===== src/rtl/vx_dispatch_rcv.sv =====
// Dispatch receiver: buffers NUM_THREADS-wide dispatch packets and splits each into NUM_LANES-wide execute beats.
// Optional macro VX_DISPATCH_RCV_SKIP_EN skips beats whose lane-mask slice is all zero.
module vx_dispatch_rcv #(
  parameter int LANEW       = 32,
  parameter int SIDEW       = 64,
  parameter int NUM_THREADS = 4,
  parameter int NUM_LANES   = 2,
  parameter int DEPTH       = 2,
  localparam int NUM_PACKETS = NUM_THREADS / NUM_LANES,
  localparam int PIDW        = (NUM_PACKETS > 1) ? $clog2(NUM_PACKETS) : 1,
  localparam int CNTW        = $clog2(DEPTH + 1)
) (
  input  logic                         clk,
  input  logic                         reset,
  input  logic                         in_valid,
  input  logic [NUM_THREADS-1:0]       in_tmask,
  input  logic [NUM_THREADS*LANEW-1:0] in_data,
  input  logic [SIDEW-1:0]             in_side,
  output logic                         in_ready,
  output logic                         out_valid,
  output logic [NUM_LANES-1:0]         out_tmask,
  output logic [NUM_LANES*LANEW-1:0]   out_data,
  output logic [SIDEW-1:0]             out_side,
  output logic [PIDW-1:0]              out_pid,
  output logic                         out_sop,
  output logic                         out_eop,
  input  logic                         out_ready,
  output logic [CNTW-1:0]              count,
  output logic                         o_dbg_state
);

  localparam int AW   = $clog2(DEPTH);
  localparam int BEAT = NUM_LANES * LANEW;

  // Handshakes: a transfer happens on a rising edge where valid && ready;
  // once out_valid is up, every out_* holds until out_ready accepts the beat.

  typedef enum logic {S_IDLE = 1'b0, S_ISSUE = 1'b1} state_t;

  logic [NUM_THREADS*LANEW-1:0] r_data  [DEPTH];
  logic [NUM_THREADS-1:0]       r_tmask [DEPTH];
  logic [SIDEW-1:0]             r_side  [DEPTH];
  logic [AW-1:0]                r_wptr, r_rptr;
  logic [CNTW-1:0]              r_count;
  logic [PIDW-1:0]              r_pid;
  logic                         r_sop;
  state_t                       r_state, w_state_nxt;

  logic                         w_push, w_fire, w_pop, w_eop;
  logic [NUM_THREADS*LANEW-1:0] w_head_data;
  logic [NUM_THREADS-1:0]       w_head_tmask;
  logic [PIDW-1:0]              w_cur, w_next, w_last;

  assign w_head_data  = r_data[r_rptr];
  assign w_head_tmask = r_tmask[r_rptr];

  assign in_ready = !reset && (r_count != CNTW'(DEPTH));
  assign w_push   = in_valid && in_ready;
  assign w_fire   = out_valid && out_ready;
  assign w_pop    = w_fire && w_eop;

`ifdef VX_DISPATCH_RCV_SKIP_EN
  logic [NUM_PACKETS-1:0] w_nz;
  logic [PIDW-1:0]        w_first;

  // Beat selection walks only the non-empty slices; an all-empty packet still issues pid 0.
  always_comb begin
    w_nz    = '0;
    w_first = '0;
    w_last  = '0;
    for (int p = 0; p < NUM_PACKETS; p++) begin
      w_nz[p] = |w_head_tmask[p*NUM_LANES +: NUM_LANES];
    end
    for (int p = NUM_PACKETS - 1; p >= 0; p--) begin
      if (w_nz[p]) w_first = PIDW'(p);
    end
    for (int p = 0; p < NUM_PACKETS; p++) begin
      if (w_nz[p]) w_last = PIDW'(p);
    end
    w_cur  = r_sop ? w_first : r_pid;
    w_next = w_cur;
    for (int p = NUM_PACKETS - 1; p >= 0; p--) begin
      if (w_nz[p] && (PIDW'(p) > w_cur)) w_next = PIDW'(p);
    end
  end
`else
  always_comb begin
    w_last = PIDW'(NUM_PACKETS - 1);
    w_cur  = r_pid;
    w_next = r_pid + PIDW'(1);
  end
`endif

  assign w_eop     = (w_cur == w_last);
  assign out_valid = (r_state == S_ISSUE);
  assign out_tmask = w_head_tmask[w_cur*NUM_LANES +: NUM_LANES];
  assign out_data  = w_head_data[w_cur*BEAT +: BEAT];
  assign out_side  = r_side[r_rptr];
  assign out_pid   = w_cur;
  assign out_sop   = r_sop;
  assign out_eop   = w_eop;
  assign count     = r_count;
  assign o_dbg_state = r_state;

  always_ff @(posedge clk) begin
    if (reset) begin
      r_wptr  <= '0;
      r_rptr  <= '0;
      r_count <= '0;
    end else begin
      if (w_push) begin
        r_data[r_wptr]  <= in_data;
        r_tmask[r_wptr] <= in_tmask;
        r_side[r_wptr]  <= in_side;
        r_wptr          <= r_wptr + AW'(1);
      end
      if (w_pop) r_rptr <= r_rptr + AW'(1);
      case ({w_push, w_pop})
        2'b10:   r_count <= r_count + CNTW'(1);
        2'b01:   r_count <= r_count - CNTW'(1);
        default: r_count <= r_count;
      endcase
    end
  end

  always_ff @(posedge clk) begin
    if (reset) begin
      r_pid <= '0;
      r_sop <= 1'b1;
    end else if (w_fire) begin
      r_pid <= w_eop ? '0 : w_next;
      r_sop <= w_eop;
    end
  end

  always_ff @(posedge clk) begin
    if (reset) r_state <= S_IDLE;
    else       r_state <= w_state_nxt;
  end

  // ISSUE tracks "FIFO non-empty after this edge", which gives one-cycle latency.
  always_comb begin
    w_state_nxt = r_state;
    case (r_state)
      S_IDLE:  if (w_push) w_state_nxt = S_ISSUE;
      S_ISSUE: if (w_pop && !w_push && (r_count == CNTW'(1))) w_state_nxt = S_IDLE;
      default: w_state_nxt = S_IDLE;
    endcase
  end

endmodule

===== config.mk =====
export PLATFORM = sky130hd
export DESIGN_NAME = vx_dispatch_rcv
export DESIGN_NICKNAME = d
export VERILOG_FILES = /design/src/rtl/vx_dispatch_rcv.sv
export SDC_FILE = /design/constraint.sdc
export NUM_CORES = 1
export LEC_CHECK = 0
export ABC_AREA = 1
export BUFFER_PORTS_ARGS = -buffer_cell sky130_fd_sc_hd__buf_4
export CAP_MARGIN = 20
export CORE_UTILIZATION = 40
export DETAILED_ROUTE_END_ITERATION = 10
export PLACE_DENSITY_LB_ADDON = 0.15
export RECOVER_POWER = 50
export SYNTH_ARGS = -nofsm -noshare
export SYNTH_HDL_FRONTEND = slang
export SYNTH_SLANG_ARGS = --single-unit

===== constraint.sdc =====
create_clock -name clk -period 14.21 [get_ports clk]
set_input_delay 1.421 -clock clk [delete_from_list [all_inputs] [get_ports clk]]
set_output_delay 1.421 -clock clk [all_outputs]
set_load 0.03 [all_outputs]

==> qor.yml <==
powerDensity_mw_per_mm2: 135
grt_max_degree: 133
grt_usage_pct: 17.3
clockRootBuffer: "clkbuf_16"
instances_no_fill: 2103
wl_per_cell_um: 16.5
crit_start: "reset"
syn_avg_cell_area_um2: 12.7
r2r_slack_ns: 6.36
clk_pin_slew_ns: 0.06
via_count: 9652
core_mm2: 0.0380
syn-num-nets: 1432
netlist_area_mm2: 0.0156
drive_gt1_share_pct: 22.8
layout.nets: 1765
layout_commonest_cell: "nand2_1"
final_cell_mix: "nand2_1 (602), edfxtp_1 (392), clkbuf_4 (146)"
fp.dieH_um: 199
htreeDepth: 2
finalSetupViolCount: 0
ant_nets: 0
finClkSkew_ns: 0.0140
hold_viol_final: 0
synthMuxAreaShare_pct: 0
grt_pass1_wl_um: 51800
yosysUniqueCellTypes: 17
drt_iter0_drc: 482
dp.cells: 2025
synth_compound_area_share_pct: 3.66
initial_core_util_pct: 41.0
required_ns: 14.35
placed_area_mm2: 0.0184
syn_inst: 1228
setup_tns_ns: 0
fp.dieW_um: 199
yosysWarnings: 0
vdd_drop_max_v: 0.0000878
area_growth_pct: 25.6
firstDrtPassIters: 4
rows: 71
p_leak_nw: 7.78
gr-total-overflow: 0
cap_viol_max_count: 3
crit_type: "in2reg"
slew-limit-headroom_pct: -312
reg2reg_to: "r_data[1][79]"
fin_area_mm2: 0.0196
whs_ns: 0.461
synth_xor_area_share_pct: 0
timing.final.crit_period_ns: 8.46
maxSlewViolCount: 237
synth_fa_ha_area_share_pct: 0.321
grt_pass1_vias: 9391
cts-hold-fix-buffers: 0
reg2reg_depth: 6
place_hpwl_um: 21000
max-clock-path-buffers: 3
crit_end: "r_data[1][79]"
crit_arrival_ns: 8.60
fmax_ghz: 0.118
drc: 0
violations: "max-capacitance violations, max-slew violations"
outcome: "complete, but fails checks"
startpoint_type: "primary input"
tritoncts: "built"
clock-sinks: 400
synth_top_family_by_area: "simple AND/OR/NAND/NOR gates"
clk_latency_ns: 0.53
tightest_slew_ns: 6.18
cts_buffers: 43
end_kind: "flop"
reg2reg_from: "count[0]"
via_per_inst: 4.59
whs_path_depth: 2
hp-class: "reg2reg"
finalPower_mw: 2.63
gp_congestion: 0.734
n_fill_cell: 3425
synthSimpleGateAreaFrac_pct: 14.9
ys_ff_latch: 400
die-area_mm2: 0.0397
ios: 338
portBuffers: 337
fin_crit_sh_pct: 59.5
rsz0062_at_grt: "false"
antenna_found_initial: 4
post_cts_resized: 0
postCtsSetupRepairBufs: 0
wirelength_um: 34800
path_max_fanout: 132
synth_sequential_area_ratio_pct: 76.6
cells by family (layout without fill, tap and decap cells):
family,count (synthesis),after routing
AND/OR/NAND/NOR,614,614
flip-flops,400,400
buffers and inverters,139,500
AO/OA/AOI/OAI,71,71
adder cells (fa/ha/maj),4,4
other,0,3
final cells by class:
class | instances | area, um2 | area share [%]
multi-input cells | 689 | 2940 | 15.0
inverters | 79 | 300 | 1.54
clock inverters | 21 | 149 | 0.761
diodes | 3 | 7.51 | 0.0384
well taps | 511 | 639 | 3.27
clock buffers | 52 | 1150 | 5.89
repair buffers | 348 | 2430 | 12.5
flip-flops and latches | 400 | 11900 | 61.0
worst min path at each step:
stage	from	end	slack, ns
after floorplan	r_wptr	r_wptr	0.47
after global placement	out_sop	out_sop	0.44
after detailed placement	out_sop	out_sop	0.46
after CTS	out_sop	out_sop	0.47
after global routing	out_sop	out_sop	0.49
final	out_sop	out_sop	0.46
metrics by stage:
| stage | utilization, % | setup slack [ns] |
|---|---|---|
| 3_5_place_dp | 48.5 | 9.43 |
| 6_report | 51.4 | 5.75 |
| 4_1_cts | 51.9 | 9.36 |
| 2_1_floorplan | - | 3.11 |
| 5_1_grt | 51.4 | 4.84 |
| 3_3_place_gp | 48.5 | 9.47 |
flip-flops by register name, indices dropped and copies added, names as in the netlist, named ones only:
| signal | cells |
|---|---|
| r_rptr | 1 |
| o_dbg_state | 1 |
| count | 2 |
| out_eop | 1 |
| out_sop | 1 |
| r_wptr | 1 |
| r_side | 128 |
| r_data | 256 |
| r_tmask | 8 |
routing by layer:
| layer | GRT usage, % | vias up | routed length [um] |
|---|---|---|---|
| met1 | 21.5 | 4531 | 14300 |
| met5 | 0 | - | 13 |
| li1 | - | 4811 | - |
| met4 | 4.81 | 2 | 633 |
| met3 | 6.45 | 48 | 3280 |
| met2 | 28.1 | 260 | 16500 |
synthesized netlist by cell type (all sizes together):
| cell type | number | area share (%) |
|---|---|---|
| buf | 55 | 2.5 |
| o211ai | 66 | 3.5 |
| a21oi | 5 | 0.16 |
| dfxtp | 8 | 1.0 |
| inv | 79 | 1.9 |
| nor2 | 6 | 0.14 |
| nand4 | 1 | 0.040 |
| nand3b | 1 | 0.048 |
| clkbuf | 5 | 0.12 |
| ha | 4 | 0.32 |
| edfxtp | 392 | 76 |
| nand2 | 602 | 15 |
| nand3 | 4 | 0.13 |
critical path, cell delays in order:
cell,delay (ns)
clkbuf_1,0.20
nor2_1,0.13
nand3_1,0.12
clkinvlp_2,4.51
buf_4,2.08
report_power, final:
| part | internal [mW] | switching (mW) | total (mW) |
|---|---|---|---|
| clock network | 0.609 | 0.429 | 1.04 |
| registers | 1.35 | 0.0146 | 1.36 |
| logic | 0.0853 | 0.147 | 0.232 |
Note: power is estimated with default switching activity, not from simulation.
